==> src/rtl/plru_state_ctrl_if.sv <==
// Access, response and flush signals between the cache control FSM and the
// tree-PLRU state controller.
interface plru_state_ctrl_if #(
  parameter int s_way   = 2,
  parameter int s_index = 4
);
  localparam int num_ways = 2 ** s_way;

  logic                req_valid;
  logic                req_ready;
  logic [s_index-1:0]  req_set;
  logic [num_ways-1:0] req_hits;
  logic                req_update;
  logic                rsp_valid;
  logic                rsp_ready;
  logic [num_ways-1:0] rsp_way;
  logic                rsp_miss;
  logic [s_index-1:0]  rsp_set;
  logic                flush_req;
  logic                flush_busy;

  modport master (
    output req_valid, req_set, req_hits, req_update, rsp_ready, flush_req,
    input  req_ready, rsp_valid, rsp_way, rsp_miss, rsp_set, flush_busy
  );

  modport slave (
    input  req_valid, req_set, req_hits, req_update, rsp_ready, flush_req,
    output req_ready, rsp_valid, rsp_way, rsp_miss, rsp_set, flush_busy
  );
endinterface

==> src/rtl/plru_state_ctrl.sv <==
// Tree-PLRU state owner: one-stage read-modify-write pipeline per access,
// same-set bypass, and a drain-then-sweep flush sequencer.
module plru_state_ctrl #(
  parameter int s_way   = 2,
  parameter int s_index = 4
) (
  input  logic             clk,
  input  logic             rst_n,
  plru_state_ctrl_if.slave bus
);
  localparam int num_ways = 2 ** s_way;
  localparam int num_sets = 2 ** s_index;
  localparam int num_bits = num_ways - 1;

  typedef logic [num_bits-1:0] plru_t;
  typedef enum logic [1:0] {
    ST_IDLE  = 2'd0,
    ST_DRAIN = 2'd1,
    ST_FLUSH = 2'd2
  } state_t;

  // Follow the tree from the root: a 0 bit steers to the lower child.
  function automatic logic [s_way-1:0] plru_victim(input plru_t bits);
    int unsigned k;
    plru_t       walk;
    k = 32'd0;
    for (int l = 0; l < s_way; l++) begin
      walk = bits >> ((32'd1 << l) - 32'd1 + k);
      k    = 32'd2 * k + {31'd0, walk[0]};
    end
    return s_way'(k);
  endfunction

  function automatic plru_t plru_touch(input plru_t bits, input logic [s_way-1:0] way);
    plru_t            nb;
    int unsigned      k;
    int unsigned      node;
    logic [s_way-1:0] step;
    nb = bits;
    for (int l = 0; l < s_way; l++) begin
      k    = 32'(way) >> (s_way - l);
      node = (32'd1 << l) - 32'd1 + k;
      step = way >> (s_way - 1 - l);
      if (step[0]) begin
        nb = nb & ~(plru_t'(1'b1) << node);
      end else begin
        nb = nb | (plru_t'(1'b1) << node);
      end
    end
    return nb;
  endfunction

  function automatic logic [s_way-1:0] onehot_index(input logic [num_ways-1:0] oh);
    logic [s_way-1:0]    idx;
    logic [num_ways-1:0] sh;
    idx = '0;
    for (int w = 0; w < num_ways; w++) begin
      sh  = oh >> w;
      idx = idx | (sh[0] ? s_way'(w) : s_way'(1'b0));
    end
    return idx;
  endfunction

  plru_t               plru_mem_r [num_sets];
  state_t              state_r;
  state_t              state_next_s;
  logic [s_index-1:0]  flush_cnt_r;
  logic                flush_busy_r;

  logic                b_valid_r;
  logic [s_index-1:0]  b_set_r;
  logic [num_ways-1:0] b_hits_r;
  logic                b_update_r;
  plru_t               b_bits_r;

  logic                b_miss_s;
  logic                b_multi_s;
  logic [s_way-1:0]    way_idx_s;
  logic [num_ways-1:0] way_oh_s;
  plru_t               new_bits_s;
  plru_t               fetch_bits_s;
  logic                retire_s;
  logic                commit_s;
  logic                accept_s;
  logic                bypass_s;
  logic                req_ready_s;

  // Decode the held access; a commit landing on the set being fetched is forwarded.
  always_comb begin
    b_miss_s  = (b_hits_r == '0);
    b_multi_s = ((b_hits_r & (b_hits_r - num_ways'(1'b1))) != '0);
    if (b_miss_s) begin
      way_idx_s = plru_victim(b_bits_r);
      way_oh_s  = num_ways'(1'b1) << way_idx_s;
    end else begin
      way_idx_s = onehot_index(b_hits_r);
      way_oh_s  = b_hits_r;
    end
    new_bits_s = plru_touch(b_bits_r, way_idx_s);
    retire_s   = b_valid_r && bus.rsp_ready;
    commit_s   = retire_s && b_update_r && !b_multi_s;
    accept_s   = bus.req_valid && req_ready_s;
    bypass_s   = commit_s && (b_set_r == bus.req_set);
    if (bypass_s) begin
      fetch_bits_s = new_bits_s;
    end else begin
      fetch_bits_s = plru_mem_r[bus.req_set];
    end
  end

  // Stage B holds one access from acceptance until its response retires.
  always_ff @(posedge clk or negedge rst_n) begin
    if (!rst_n) begin
      b_valid_r  <= 1'b0;
      b_set_r    <= '0;
      b_hits_r   <= '0;
      b_update_r <= 1'b0;
      b_bits_r   <= '0;
    end else if (accept_s) begin
      b_valid_r  <= 1'b1;
      b_set_r    <= bus.req_set;
      b_hits_r   <= bus.req_hits;
      b_update_r <= bus.req_update;
      b_bits_r   <= fetch_bits_s;
    end else if (retire_s) begin
      b_valid_r  <= 1'b0;
    end
  end

  // State array: the sweep clears one set per cycle, otherwise retired updates commit.
  always_ff @(posedge clk or negedge rst_n) begin
    if (!rst_n) begin
      plru_mem_r <= '{default: '0};
    end else if (state_r == ST_FLUSH) begin
      plru_mem_r[flush_cnt_r] <= '0;
    end else if (commit_s) begin
      plru_mem_r[b_set_r] <= new_bits_s;
    end
  end

  // Sweep counter wraps to zero naturally after the last set.
  always_ff @(posedge clk or negedge rst_n) begin
    if (!rst_n) begin
      flush_cnt_r <= '0;
    end else if (state_r == ST_FLUSH) begin
      flush_cnt_r <= flush_cnt_r + s_index'(1'b1);
    end
  end

  // Flush sequencer state register; busy is registered off the next state.
  always_ff @(posedge clk or negedge rst_n) begin
    if (!rst_n) begin
      state_r      <= ST_IDLE;
      flush_busy_r <= 1'b0;
    end else begin
      state_r      <= state_next_s;
      flush_busy_r <= (state_next_s != ST_IDLE);
    end
  end

  // A flush must first drain any access still occupying stage B after this edge.
  always_comb begin
    state_next_s = state_r;
    case (state_r)
      ST_IDLE: begin
        if (bus.flush_req) begin
          if (accept_s || (b_valid_r && !bus.rsp_ready)) begin
            state_next_s = ST_DRAIN;
          end else begin
            state_next_s = ST_FLUSH;
          end
        end else begin
          state_next_s = ST_IDLE;
        end
      end
      ST_DRAIN: begin
        if (!b_valid_r || bus.rsp_ready) begin
          state_next_s = ST_FLUSH;
        end else begin
          state_next_s = ST_DRAIN;
        end
      end
      ST_FLUSH: begin
        if (flush_cnt_r == s_index'(num_sets - 1)) begin
          state_next_s = ST_IDLE;
        end else begin
          state_next_s = ST_FLUSH;
        end
      end
      default: state_next_s = ST_IDLE;
    endcase
  end

  // Requests are only taken while idle and stage B can advance.
  always_comb begin
    req_ready_s = 1'b0;
    case (state_r)
      ST_IDLE:  req_ready_s = !b_valid_r || bus.rsp_ready;
      default:  req_ready_s = 1'b0;
    endcase
  end

  assign bus.req_ready  = req_ready_s;
  assign bus.rsp_valid  = b_valid_r;
  assign bus.rsp_way    = b_valid_r ? way_oh_s : '0;
  assign bus.rsp_miss   = b_valid_r && b_miss_s;
  assign bus.rsp_set    = b_set_r;
  assign bus.flush_busy = flush_busy_r;

  plru_state_ctrl_chk #(.num_ways(num_ways)) u_chk (
    .clk    (clk),
    .rst_n  (rst_n),
    .accept (accept_s),
    .hits   (bus.req_hits)
  );
endmodule

// Protocol checker: an accepted hit vector must be one-hot or all-zero.
module plru_state_ctrl_chk #(
  parameter int num_ways = 4
) (
  input logic                clk,
  input logic                rst_n,
  input logic                accept,
  input logic [num_ways-1:0] hits
);
  a_hits_onehot0: assert property (@(posedge clk) disable iff (!rst_n) accept |-> $onehot0(hits));
endmodule

==> src/flat_wrapper.sv <==
// flat-port wrapper written by rule: the top's interface ports become plain ports
module plru_state_ctrl_flat 
#(
  parameter int s_way   = 2,
  parameter int s_index = 4
)
  (clk, rst_n, bus_req_valid, bus_req_set, bus_req_hits, bus_req_update, bus_rsp_ready, bus_flush_req, bus_req_ready, bus_rsp_valid, bus_rsp_way, bus_rsp_miss, bus_rsp_set, bus_flush_busy);
  plru_state_ctrl_if #(.s_way(s_way), .s_index(s_index)) bus_i ();
  input  logic clk;
  input  logic rst_n;
  input wire logic [$bits(bus_i.req_valid)-1:0] bus_req_valid;
  input wire logic [$bits(bus_i.req_set)-1:0] bus_req_set;
  input wire logic [$bits(bus_i.req_hits)-1:0] bus_req_hits;
  input wire logic [$bits(bus_i.req_update)-1:0] bus_req_update;
  input wire logic [$bits(bus_i.rsp_ready)-1:0] bus_rsp_ready;
  input wire logic [$bits(bus_i.flush_req)-1:0] bus_flush_req;
  output wire logic [$bits(bus_i.req_ready)-1:0] bus_req_ready;
  output wire logic [$bits(bus_i.rsp_valid)-1:0] bus_rsp_valid;
  output wire logic [$bits(bus_i.rsp_way)-1:0] bus_rsp_way;
  output wire logic [$bits(bus_i.rsp_miss)-1:0] bus_rsp_miss;
  output wire logic [$bits(bus_i.rsp_set)-1:0] bus_rsp_set;
  output wire logic [$bits(bus_i.flush_busy)-1:0] bus_flush_busy;
  assign bus_i.req_valid = bus_req_valid;
  assign bus_i.req_set = bus_req_set;
  assign bus_i.req_hits = bus_req_hits;
  assign bus_i.req_update = bus_req_update;
  assign bus_i.rsp_ready = bus_rsp_ready;
  assign bus_i.flush_req = bus_flush_req;
  assign bus_req_ready = bus_i.req_ready;
  assign bus_rsp_valid = bus_i.rsp_valid;
  assign bus_rsp_way = bus_i.rsp_way;
  assign bus_rsp_miss = bus_i.rsp_miss;
  assign bus_rsp_set = bus_i.rsp_set;
  assign bus_flush_busy = bus_i.flush_busy;
  plru_state_ctrl #(.s_way(s_way), .s_index(s_index)) u_core (.clk(clk), .rst_n(rst_n), .bus(bus_i));
endmodule
==> config.mk <==
export PLATFORM = sky130hd
export DESIGN_NAME = plru_state_ctrl_flat
export DESIGN_NICKNAME = d
export VERILOG_FILES = /design/src/rtl/plru_state_ctrl_if.sv /design/src/rtl/plru_state_ctrl.sv /design/src/flat_wrapper.sv
export SDC_FILE = /design/constraint.sdc
export NUM_CORES = 1
export LEC_CHECK = 0
export ABC_AREA = 1
export BUFFER_PORTS_ARGS = -buffer_cell sky130_fd_sc_hd__buf_4
export CORE_AREA = 4 4 91 110
export CTS_CLUSTER_DIAMETER = 150
export DETAILED_ROUTE_END_ITERATION = 8
export DIE_AREA = 0 0 95 114
export MAX_ROUTING_LAYER = met4
export PLACE_DENSITY = 0.72
export SLEW_MARGIN = 40
export SYNTH_ARGS = -nofsm -noshare
export SYNTH_HDL_FRONTEND = slang
export SYNTH_SLANG_ARGS = --single-unit
==> constraint.sdc <==
create_clock -name clk -period 1.3 [get_ports clk]
set_input_delay 0.26 -clock clk [delete_from_list [all_inputs] [get_ports clk]]
set_output_delay 0.26 -clock clk [all_outputs]
set_load 0.02 [all_outputs]
[Word level (Yosys, flattened, before mapping)]
Index checks and enable logic that the tools add are counted.
Word-level totals
  bits in registers: 68
  output and inout bits: 12
Cells by class
  $add $sub $neg: 5
  $lt $le $gt $ge: 5
  eq/ne operators: 4
  shift-type cells: 3
  multiplexer cells: 27
  bitwise gates (word level): 11
  reductions and logical operators: 20
Operators by type and width (number)
  two-way mux 48 bit: 2
  bitwise AND 48 bit: 1
  bitwise mux 48 bit: 1
  inverter 48 bit: 1
  left shift 1 x 32 -> 3 bit, first input constant: 1
  demux 3 bit (select 4 bit): 2
  two-way mux 3 bit: 6
  greater-or-equal comparator 5 bit, second input constant: 3
  inverter 4 -> 5 bit: 3
  two-way mux 2 bit: 7
  binary-select mux 3 bit (select 4 bit): 1
  less-than comparator 5 x 1 -> 1 bit, second input constant: 2
  logical AND 1 bit: 9
  two-way mux 4 bit: 2
  case mux 2 bit (3 select lines): 1
  nonzero test 2 bit: 3
  two-way mux 1 bit: 5
  adder 1 x 1 -> 2 bit, first input constant: 2
  adder 4 x 1 -> 4 bit, second input constant: 1
  bitwise AND 4 bit: 1
  == test 4 bit: 1
  == test 4 bit, second input constant: 1
  logical NOT 4 bit: 1
  bitwise OR 2 bit: 2
  13 further kinds: 16

[Longest topological paths before layout]
Gate-level depths: netlist (run 1).
  word-level depth: 12
  depth in mapped cells: 12
  gate-level depth less buffers: 11

[Worst setup path after synthesis (run 1)]
OpenSTA, ideal clock, no wires.
  kind: reg2out
  start: reg u_core.b_hits_r[1]
  end: out bus_rsp_way[1]
  arrival time: 1729 ps
  data required time: 1040 ps
  setup slack: -689 ps
  stages on the path, launching flop included: 6
  buffers on the path: 0
  cells stage by stage: dfrtp_1 -> nor2_4 -> nand2_1 -> nor2_1 -> inv_1 -> o32ai_1
On the way
  word-level cells in the longest chain between the ends: 3
Ends and longest elaborated chain
  start, declared: RTL line plru_state_ctrl.sv:72  | logic [num_ways-1:0] b_hits_r;
  start signal, assigned: RTL line plru_state_ctrl.sv:122  | b_hits_r <= bus.req_hits;
  logical NOT 4 bit: RTL line plru_state_ctrl.sv:90  | b_miss_s = (b_hits_r == '0);
  two-way mux 4 bit *: RTL line plru_state_ctrl.sv:92  | if (b_miss_s) begin
  two-way mux 4 bit *: RTL line plru_state_ctrl.sv:205  | assign bus.rsp_way = b_valid_r ? way_oh_s : '0;
  end, declared: RTL line flat_wrapper.sv:19  | output wire logic [$bits(bus_i.rsp_way)-1:0] bus_rsp_way;
Mark *: on every way between the ends. The rest lies on a longest branch, timed or not.

[Worst setup path after layout (run 1)]
  start: reg u_core.b_hits_r[2]
  end: out bus_rsp_way[0]
On the way
  word-level cells in the longest chain between the ends: 3
Ends and longest elaborated chain (RTL line)
  logical NOT 4 bit: plru_state_ctrl.sv:90
  two-way mux 4 bit: plru_state_ctrl.sv:92
  two-way mux 4 bit: plru_state_ctrl.sv:205
No other way between the ends.

==> results of run 1 <==
==> metrics by stage <==
stage / setup slack, ps / cell area [um2] / power (W)
floorplan: -276 / 4200 / 0.00596
global placement: -202 / 5030 / 0.00836
detailed placement: -237 / 5030 / 0.00844
CTS: -495 / 5820 / 0.0114
global route: -622 / 6190 / 0.0129
finish: -532 / 6190 / 0.0122
==> final timing paths <==
kind	from	end	depth (start not counted)
setup / recovery	u_core.b_hits_r[2]	bus_rsp_way[0]	7
hold / removal	bus_req_hits[2]	u_core.b_hits_r[2]	3
setup reg to reg	u_core.b_hits_r[2]	u_core.plru_mem_r[5]	10
hold reg to reg	u_core.plru_mem_r[0]	u_core.plru_mem_r[0]	2
max in group asynchronous	rst_n	u_core.b_bits_r[0]	3
min in group asynchronous	rst_n	u_core.plru_mem_r[40]	2
==> worst max-delay path: cells and delay by family, from the launching register on <==
kind,cells,cell delay (ps)
flops,1,400
simple gates,3,390
buf+inv,3,330
compound gates,1,100
==> flip-flops by register name, indices dropped and copies added (netlist names) <==
name / count
u_core.b_bits_r: 3
u_core.b_hits_r: 4
u_core.b_update_r: 1
u_core.bus.flush_busy: 1
u_core.bus.rsp_set: 4
u_core.bus.rsp_valid: 1
u_core.flush_cnt_r: 4
u_core.plru_mem_r: 48
u_core.state_r: 2
==> cells in the final DEF, fill, tap and decap left out, types with 2 or more instances in the layout <==
| master | synthesis | routed |
|---|---|---|
| a21oi_2 | 0 | 2 |
| nand2_4 | 1 | 15 |
| nor2_2 | 2 | 8 |
| inv_2 | 5 | 9 |
| nand2_2 | 4 | 22 |
| dfrtp_1 | 68 | 63 |
| a21oi_4 | 1 | 2 |
| nand3_2 | 9 | 34 |
| buf_8 | 0 | 2 |
| o21ai_4 | 0 | 4 |
| o22ai_2 | 0 | 9 |
| clkbuf_8 | 0 | 11 |
| o21ai_2 | 3 | 9 |
| buf_12 | 0 | 6 |
| dfrtp_2 | 0 | 5 |
| inv_1 | 63 | 55 |
| o21ai_1 | 4 | 8 |
| nand4_1 | 3 | 3 |
| ha_1 | 4 | 4 |
| inv_4 | 0 | 2 |
| o22ai_1 | 23 | 13 |
| inv_6 | 0 | 2 |
| nand3_4 | 0 | 11 |
| buf_6 | 4 | 29 |
| xor2_1 | 3 | 3 |
| o21ai_0 | 17 | 3 |
| nand2_1 | 202 | 169 |
| nor2_1 | 39 | 23 |
| nor2_4 | 3 | 13 |
| nand3_1 | 76 | 40 |
| clkinv_2 | 0 | 2 |
| buf_4 | 1 | 93 |
==> area by class of cell <==
class                           instances  area share [%]
Timing Repair inverter                  1           0.141
Multi-Input combinational cell        402            41.9
Sequential cell                        68            27.6
Inverter                               69            4.67
Clock inverter                          4           0.768
Timing Repair Buffer                  133            20.0
Clock buffer                           12            2.51
Tap cell                              120            2.43
==> repair_timing <==
item | CTS | global route
hold buffers | 1 | 0
gates resized for setup | 115 | 63
endpoints found under the hold margin | 24 | 0
pin swaps | 25 | 10
gates cloned | 1 | 2
setup buffers | 15 | 14
endpoints found under the setup margin | 67 | 72
==> power by group <==
| part | total [W] | internal (W) | switching [W] |
|---|---|---|---|
| clock | 0.00181 | 0.000985 | 0.000827 |
| combinational | 0.00760 | 0.00321 | 0.00440 |
| sequential | 0.00279 | 0.00249 | 0.000295 |
==> per-layer routing <==
| metal | wire [um] | track usage [%] |
|---|---|---|
| met2 | 7190 | 43.5 |
| met4 | 748 | 18.7 |
| met5 | 0 | - |
| met3 | 627 | 4.49 |
| met1 | 5300 | 30.1 |
==> logic make-up (layout without fill, tap and decap cells) <==
kind of cell,count (synthesis),after routing,share of synthesized area (%)
AND/OR/NAND/NOR,341,341,37.5
adder cells (fa/ha/maj),4,4,1.26
buffers and inverters,88,219,9.51
XOR/XNOR,3,3,0.661
flip-flops,68,68,42.8
AO/OA/AOI/OAI,54,54,8.31
==> Implementation_results.wiki, run 1 <==
{| class="wikitable"
! Metric !! Value
|-
| Run status || complete, but fails checks
|-
| Violations in the final reports || setup timing
|-
| Total clock sinks || 68
|-
| Number of placed instances with taps included || 761
|-
| Pwr/cell area || 1970 nW/um2
|-
| Fraction of final layout cells sized beyond drive strength 1 || 43.5%
|-
| Deepest clock path buffer count || 2
|-
| Finish-stage setup viols || 71
|-
| Series of cell instances along the critical path || nor2_2 -> nand2_2 -> nor2_4 -> inv_2 -> buf_6 -> o22ai_2 -> buf_6
|-
| Iteration-0 DRC Markers || 364
|-
| Area fraction of the dominant cell type after synthesis || 42.8%
|-
| Most area-consuming cells after synthesis || dfrtp_1 (43%), nand2_1 (19%), nand3_1 (9.6%), inv_1 (5.9%), nor2_1 (3.7%)
|-
| Post-route DRC violation count || 0
|-
| CTS tree || done
|-
| Global-route wire length before repair || 21,300 um
|-
| Synth area leader || dfrtp_1
|-
| Post-synth top flop || dfrtp_1
|-
| F_max || 546 MHz
|-
| Number of levels the H-tree was split into || 3
|-
| I/O pin count || 26
|-
| Initial antenna violation count || 0
|-
| Number of maximum-capacitance violations || 0
|-
| Number of instances in the synthesized netlist || 558
|-
| DRT Wirelength || 13,900 um
|-
| Rel. slew slack || 72.8%
|-
| Final critical path time including I/O delays and setup || 1830 ps
|-
| Cell at the slowest stage of the critical path || dfrtp_1
|-
| Multi-input combinational cell area || 2590 um2
|-
| Type of the most critical hold path || in2reg
|-
| Die Y-Extent || 114 um
|-
| Total standard cell area after synthesis || 3980 um2
|-
| Post-synthesis sequential area ratio || 42.8%
|-
| CP peak stage delay || 400 ps
|-
| Cell repeated most along the worst path || buf_6
|-
| Final core occ || 69.3%
|-
| Final weighted congestion in routability-driven placement || 1.00
|-
| Routed via count divided by cell count || 5.34
|-
| # diodes || 0
|-
| Layout filler cell count || 715
|-
| Post-synth cell types || 31
|-
| GR Util All Layers || 26.9%
|-
| Core area || 8940 um2
|-
| Worst setup slack after layout || -532 ps
|-
| Worst hold slack after final layout || 98.7 ps
|-
| Final slew viol count || 0
|-
| Routed wire length per instance || 17.1 um
|-
| Synthesized Nets || 576
|-
| Starting density of the core || 44.5%
|-
| Required time of the worst setup path || 1040 ps
|-
| HPWL Detailed || 9450 um
|-
| Clock root buffer || clkbuf_8
|-
| Kind of launch point of the worst setup path || flip-flop
|-
| Fraction of registers with async set or reset after synthesis || 100%
|-
| Vias in the first global route || 4,414
|-
| Residual overflow from global routing || 0
|-
| Std-Cell Rows || 38
|-
| Lkg Pwr || 2.97 nW
|-
| Layout overhead on the synthesized area || 55.7%
|-
| Antenna violation net count after detailed routing || 0
|-
| Vias || 4,323
|-
| Latest clock arrival within the worst-skew pair || 360 ps
|-
| Number of flops mapped to enable cells by yosys || 0
|-
| Final hold vios || 0
|-
| Flops & latches, synth || 68
|-
| Syn avg cell area || 7.12 um2
|-
| Layout Skew || 14.5 ps
|-
| Final net count || 702
|-
| DR pass1 iterations || 6
|-
| Type of the worst setup path || reg2out
|-
| Synthesis warning total || 0
|-
| Worst VDD drop || 1580 uV
|-
| Count of port buffers added during placement || 25
|-
| Critical Path End Type || output port
|-
| Period utilisation layout || 141%
|-
| Post-synth top cells || nand2_1 (202), nand3_1 (76), dfrtp_1 (68)
|-
| X dimension of the die || 95 um
|-
| Largest net degree at the start of global routing || 30
|-
| R2R Setup Slk || -350 ps
|-
| Transition time at the pin with the least slew margin || 407 ps
|-
| CP Data Arrival Time || 1570 ps
|-
| Final total negative setup slack || -19,380 ps
|-
| Most used standard cell by instance count after synthesis || nand2_1
|-
| RSZ-0062 raised after global routing || true
|-
| TritonCTS Buffers || 9
|-
| Crit Path Max Fanout || 3
|-
| Post-CTS clock slew at the launch and capture registers of the worst setup and hold paths || 80 ps
|-
| Die area || 10,800 um2
|-
| Final std cells w/o fill || 809
|-
| Area of all sequential standard cells || 1710 um2
|}
Note: power is estimated with default switching activity, not from simulation.
==> run 2: changes to the inputs <==
--- a/config.mk
+++ b/config.mk
@@ -12,7 +12,6 @@
 export DETAILED_ROUTE_END_ITERATION = 8
 export DIE_AREA = 0 0 95 114
 export MAX_ROUTING_LAYER = met4
-export PLACE_DENSITY = 0.72
 export SLEW_MARGIN = 40
 export SYNTH_ARGS = -nofsm -noshare
 export SYNTH_HDL_FRONTEND = slang
==> Implementation_results.wiki, run 2 (synthesis gave the netlist of run 1 again) <==
{| class="wikitable"
! Metric !! Value
|-
| Die area || 10,800 um2
|-
| Lkg Pwr || 2.93 nW
|-
| Critical Path End Type || output port
|-
| I/O pin count || 26
|-
| DR pass1 iterations || 5
|-
| Deepest clock path buffer count || 2
|-
| Final net count || 693
|-
| Type of the most critical hold path || in2reg
|-
| Layout Skew || 10.9 ps
|-
| Number of levels the H-tree was split into || 3
|-
| Iteration-0 DRC Markers || 325
|-
| Clock power frac || 14.2%
|-
| Relative contribution of combinational cells to total power || 62.2%
|-
| Worst-case reg-to-reg path depth || 10
|-
| Die Y-Extent || 114 um
|-
| Number of maximum-capacitance violations || 0
|-
| Switching pwr || 0.00542 W
|-
| Final hold vios || 0
|-
| Clock root buffer || clkbuf_8
|-
| Register containing the most flip-flops in the final layout || u_core.plru_mem_r
|-
| Run status || complete, but fails checks
|-
| Violations in the final reports || setup timing
|-
| R2R Setup Slk || -370 ps
|-
| # diodes || 0
|-
| Routed via count divided by cell count || 5.28
|-
| DRT Wirelength || 13,200 um
|-
| GR Util All Layers || 26.5%
|-
| Highest signal layer in the routed design || met4
|-
| Switching share of power || 45.5%
|-
| CTS tree || done
|-
| Crit Path Max Fanout || 3
|-
| Required time of the worst setup path || 1040 ps
|-
| Layout filler cell count || 747
|-
| End of the critical path || bus_rsp_way[1]
|-
| Vias in the first global route || 4,230
|-
| Kind of launch point of the worst setup path || flip-flop
|-
| Max FFs per register || 48
|-
| CP Data Arrival Time || 1550 ps
|-
| Initial antenna violation count || 0
|-
| Count of port buffers added during placement || 25
|-
| Post-route DRC violation count || 0
|-
| Core area || 8940 um2
|-
| Number of placed instances with taps included || 759
|-
| Launch instance of the worst register-to-register path || u_core.b_hits_r[2]
|-
| Worst flop-to-flop path endpoint || u_core.plru_mem_r[29]
|-
| Vias || 4,221
|-
| Final weighted congestion in routability-driven placement || 0.987
|-
| Transition time at the pin with the least slew margin || 382 ps
|-
| Final std cells w/o fill || 800
|-
| Commonest non-fill, non-tap cells in the layout || nand2_1 (167), buf_4 (80), dfrtp_1 (63), inv_1 (55), nand3_1 (43)
|-
| Wire length on met3 || 654 um
|-
| Critical Path Source || u_core.b_hits_r[2]
|-
| Post-CTS clock slew at the launch and capture registers of the worst setup and hold paths || 80 ps
|-
| Total clock sinks || 68
|-
| Most common library cell in the layout ignoring fill and taps || nand2_1
|-
| Final slew viol count || 0
|-
| WL met1 || 5120 um
|-
| HPWL Detailed || 9220 um
|-
| Worst VDD drop || 1430 uV
|-
| TritonCTS Buffers || 9
|-
| Final critical path time including I/O delays and setup || 1810 ps
|-
| Residual overflow from global routing || 0
|-
| Fraction of final layout cells sized beyond drive strength 1 || 43.4%
|-
| Std-Cell Rows || 38
|-
| Rel. slew slack || 74.5%
|-
| Period utilisation layout || 139%
|-
| Layout overhead on the synthesized area || 53.8%
|-
| Largest net degree at the start of global routing || 32
|-
| Starting density of the core || 44.5%
|-
| Global-route wire length before repair || 20,900 um
|-
| Sequential group share of total power || 23.6%
|-
| Latest clock arrival within the worst-skew pair || 360 ps
|-
| Routed wire length per instance || 16.5 um
|-
| Antenna violation net count after detailed routing || 0
|-
| F_max || 554 MHz
|-
| RSZ-0062 raised after global routing || true
|-
| X dimension of the die || 95 um
|-
| Type of the worst setup path || reg2out
|-
| Pint || 0.00650 W
|-
| Worst setup slack after layout || -506 ps
|-
| Finish-stage setup viols || 73
|-
| Pwr/cell area || 1950 nW/um2
|-
| Met2 WL || 6790 um
|-
| Final core occ || 68.4%
|}
-- run 2: cell types whose count changed in the layout (fill, tap and decap cells not counted), sizes merged --
cell    previous run  this run
buf              131       124
clkbuf            13        12
bufinv             1         0
-- run 2: worst min path at each step --
stage | end | startpoint | cells past startpoint
after global routing | u_core.b_update_r | bus_req_update | 3
after global placement | u_core.flush_cnt_r[3] | rst_n | 1
final | u_core.b_update_r | bus_req_update | 3
after detailed placement | u_core.flush_cnt_r[3] | rst_n | 1
after CTS | u_core.b_update_r | bus_req_update | 3
after floorplan | u_core.b_bits_r[0] | rst_n | 0
-- run 2: through the flow --
stage                     setup WS [ps]  hold WS [ps]  setup TNS, ps  total power (W)  cell area (um2)
after floorplan                    -276         -35.6          -3020          0.00596             4200
after global placement             -236           198          -8740          0.00834             5010
after detailed placement           -292           202         -10270          0.00838             5010
after CTS                          -480          79.2         -19010           0.0112             5830
after global routing               -593           105         -25280           0.0126             6110
final                              -506          88.4         -18930           0.0119             6110
-- run 2: worst max-delay path, stage by stage (launching register included) --
cell and delay (ps):
dfrtp_1 400, nor2_2 160, nand2_2 110, nor2_4 100, inv_2 60, o32ai_4 200, buf_6 150
-- run 2: layout make-up --
cell class / count / area, um2 / share of cell area, %
Clock buffer: 12 / 165 / 2.70
Clock inverter: 4 / 22.5 / 0.368
Inverter: 69 / 284 / 4.64
Multi-Input combinational cell: 402 / 2590 / 42.4
Sequential cell: 68 / 1710 / 27.9
Tap cell: 120 / 150 / 2.46
Timing Repair Buffer: 125 / 1190 / 19.5
-- run 2: routing by layer --
metal	vias to the layer above	GRT usage [%]
li1	2016	-
met1	2010	30.6
met2	152	43.5
met3	43	3.17
met4	0	16.2
met5	-	-
-- run 2: timing repair --
item / CTS / global route
pin swaps: 21 / 40
hold buffers: 1 / 0
setup buffers: 21 / 8
setup endpoints to repair: 67 / 75
endpoints found under the hold margin: 24 / 0
gates cloned: 2 / 0
resized for setup: 113 / 64
-- run 2: power groups by stage --
stage               combinational, W  sequential [W]  clock [W]
finish                       0.00742         0.00281    0.00170
global route                 0.00794         0.00286    0.00180
CTS                          0.00674         0.00279    0.00171
detailed placement           0.00555         0.00283          0
global placement             0.00553         0.00281          0
floorplan                    0.00307         0.00290          0
==> run 3: changes to the inputs <==
--- a/config.mk
+++ b/config.mk
@@ -7,10 +7,10 @@
 export LEC_CHECK = 0
 export ABC_AREA = 1
 export BUFFER_PORTS_ARGS = -buffer_cell sky130_fd_sc_hd__buf_4
-export CORE_AREA = 4 4 91 110
+export CORE_AREA = 4 4 121 146
 export CTS_CLUSTER_DIAMETER = 150
 export DETAILED_ROUTE_END_ITERATION = 8
-export DIE_AREA = 0 0 95 114
+export DIE_AREA = 0 0 125 150
 export MAX_ROUTING_LAYER = met4
 export SLEW_MARGIN = 40
 export SYNTH_ARGS = -nofsm -noshare
==> Implementation_results.wiki, run 3 (synthesis gave the netlist of run 1 again) <==
{| class="wikitable"
! Metric !! Value
|-
| Std-Cell Rows || 51
|-
| GR Util All Layers || 14.6%
|-
| Lkg Pwr || 2.94 nW
|-
| Kind of launch point of the worst setup path || flip-flop
|-
| Critical Path End Type || output port
|-
| Clock root buffer || clkbuf_16
|-
| Die area || 18,800 um2
|-
| X dimension of the die || 125 um
|-
| Fraction of final layout cells sized beyond drive strength 1 || 36.4%
|-
| Number of placed instances with taps included || 858
|-
| HPWL Detailed || 9360 um
|-
| Largest net degree at the start of global routing || 69
|-
| Register containing the most flip-flops in the final layout || u_core.plru_mem_r
|-
| Period utilisation layout || 138%
|-
| Total clock sinks || 68
|-
| I/O pin count || 26
|-
| Global-route wire length before repair || 20,900 um
|-
| Required time of the worst setup path || 1040 ps
|-
| Initial antenna violation count || 0
|-
| F_max || 559 MHz
|-
| Finish-stage setup viols || 70
|-
| CTS tree || done
|-
| Commonest non-fill, non-tap cells in the layout || nand2_1 (176), buf_4 (93), nand3_1 (68), dfrtp_1 (63), inv_1 (56)
|-
| Latest clock arrival within the worst-skew pair || 350 ps
|-
| DR pass1 iterations || 5
|-
| Violations in the final reports || setup timing
|-
| Transition time at the pin with the least slew margin || 433 ps
|-
| Crit Path Max Fanout || 3
|-
| Most common library cell in the layout ignoring fill and taps || nand2_1
|-
| Max FFs per register || 48
|-
| Number of maximum-capacitance violations || 0
|-
| TritonCTS Buffers || 9
|-
| Count of port buffers added during placement || 25
|-
| Layout filler cell count || 1,685
|-
| Antenna violation net count after detailed routing || 0
|-
| Die Y-Extent || 150 um
|-
| Post-CTS clock slew at the launch and capture registers of the worst setup and hold paths || 60 ps
|-
| Final std cells w/o fill || 897
|-
| Final weighted congestion in routability-driven placement || 0.936
|-
| Starting density of the core || 24.5%
|-
| Run status || complete, but fails checks
|-
| DRT Wirelength || 12,900 um
|-
| Layout overhead on the synthesized area || 55.0%
|-
| Worst VDD drop || 1360 uV
|-
| Type of the most critical hold path || in2reg
|-
| Final slew viol count || 0
|-
| Routed wire length per instance || 14.4 um
|-
| Type of the worst setup path || reg2out
|-
| Rel. slew slack || 71.1%
|-
| CP Data Arrival Time || 1530 ps
|-
| Routed via count divided by cell count || 4.64
|-
| Final net count || 698
|-
| Layout Skew || 9.75 ps
|-
| Vias in the first global route || 4,123
|-
| Post-route DRC violation count || 0
|-
| RSZ-0062 raised after global routing || true
|-
| Deepest clock path buffer count || 2
|-
| Number of levels the H-tree was split into || 3
|-
| Core area || 16,200 um2
|-
| Worst setup slack after layout || -488 ps
|-
| Worst hold slack after final layout || 118 ps
|-
| Vias || 4,164
|-
| # diodes || 0
|-
| Residual overflow from global routing || 0
|-
| Final critical path time including I/O delays and setup || 1790 ps
|-
| Pwr/cell area || 2140 nW/um2
|-
| Iteration-0 DRC Markers || 185
|-
| Final hold vios || 0
|}
[run 3: metal layers]
| layer | track usage (%) | wire, um | up-vias | part of all wire, % |
|---|---|---|---|---|
| met5 | - | 0 | - | 0 |
| met4 | 7.00 | 416 | 0 | 3.2 |
| met3 | 2.11 | 627 | 26 | 4.9 |
| met2 | 24.0 | 6360 | 125 | 49 |
| met1 | 17.7 | 5470 | 1977 | 42 |
| li1 | - | - | 2036 | - |
[run 3: cell type report]
cell class / instances / area [um2] / share of cell area [%]
clock inverter: 7 / 114 / 1.85
tap: 212 / 265 / 4.31
timing repair buffer: 130 / 1210 / 19.6
clock buffer: 9 / 225 / 3.66
multi-input combinational: 402 / 2340 / 38.0
sequential: 68 / 1710 / 27.7
inverter: 69 / 297 / 4.81
[run 3: final timing paths]
kind                               startpoint                    end  slack, ps  cells past startpoint
max in group asynchronous               rst_n  u_core.bus.rsp_set[2]        520                      3
min in group asynchronous               rst_n     u_core.b_hits_r[3]        470                      3
min                            bus_req_update      u_core.b_update_r        120                      3
max                        u_core.b_hits_r[2]         bus_rsp_way[1]       -490                      6
max reg2reg                u_core.b_hits_r[2]   u_core.plru_mem_r[3]       -360                     10
min reg2reg                u_core.b_bits_r[1]     u_core.b_bits_r[1]        480                      2
[run 3: repair_timing]
item	in CTS	in global routing
setup endpoints to repair	64	75
gates cloned	3	0
hold endpoints to repair	68	0
gates resized for setup	74	47
hold buffers	1	0
pin swaps	16	15
setup buffers	14	8
[run 3: critical path, stage by stage (launching register included)]
cell and delay, ps:
dfrtp_1 410, nor2_2 160, nand2_2 100, nor2_4 100
inv_2 60, o32ai_4 200, buf_6 150
[run 3: metrics by stage]
step	total power, W	setup slack [ps]	util, %	cell area (um2)	setup TNS, ps
after floorplan	0.00596	-276	-	4200	-3020
after global placement	0.00875	-229	32.2	5220	-10130
after detailed placement	0.00879	-243	32.2	5220	-10910
after CTS	0.0127	-467	36.7	5940	-14500
after global routing	0.0139	-578	38.0	6160	-23170
final	0.0132	-488	38.0	6160	-16950
[run 3: report_power, final]
part           switching [W]  internal, W
clock               0.000935      0.00187
combinational        0.00421      0.00336
sequential          0.000303      0.00250
total                0.00545      0.00772
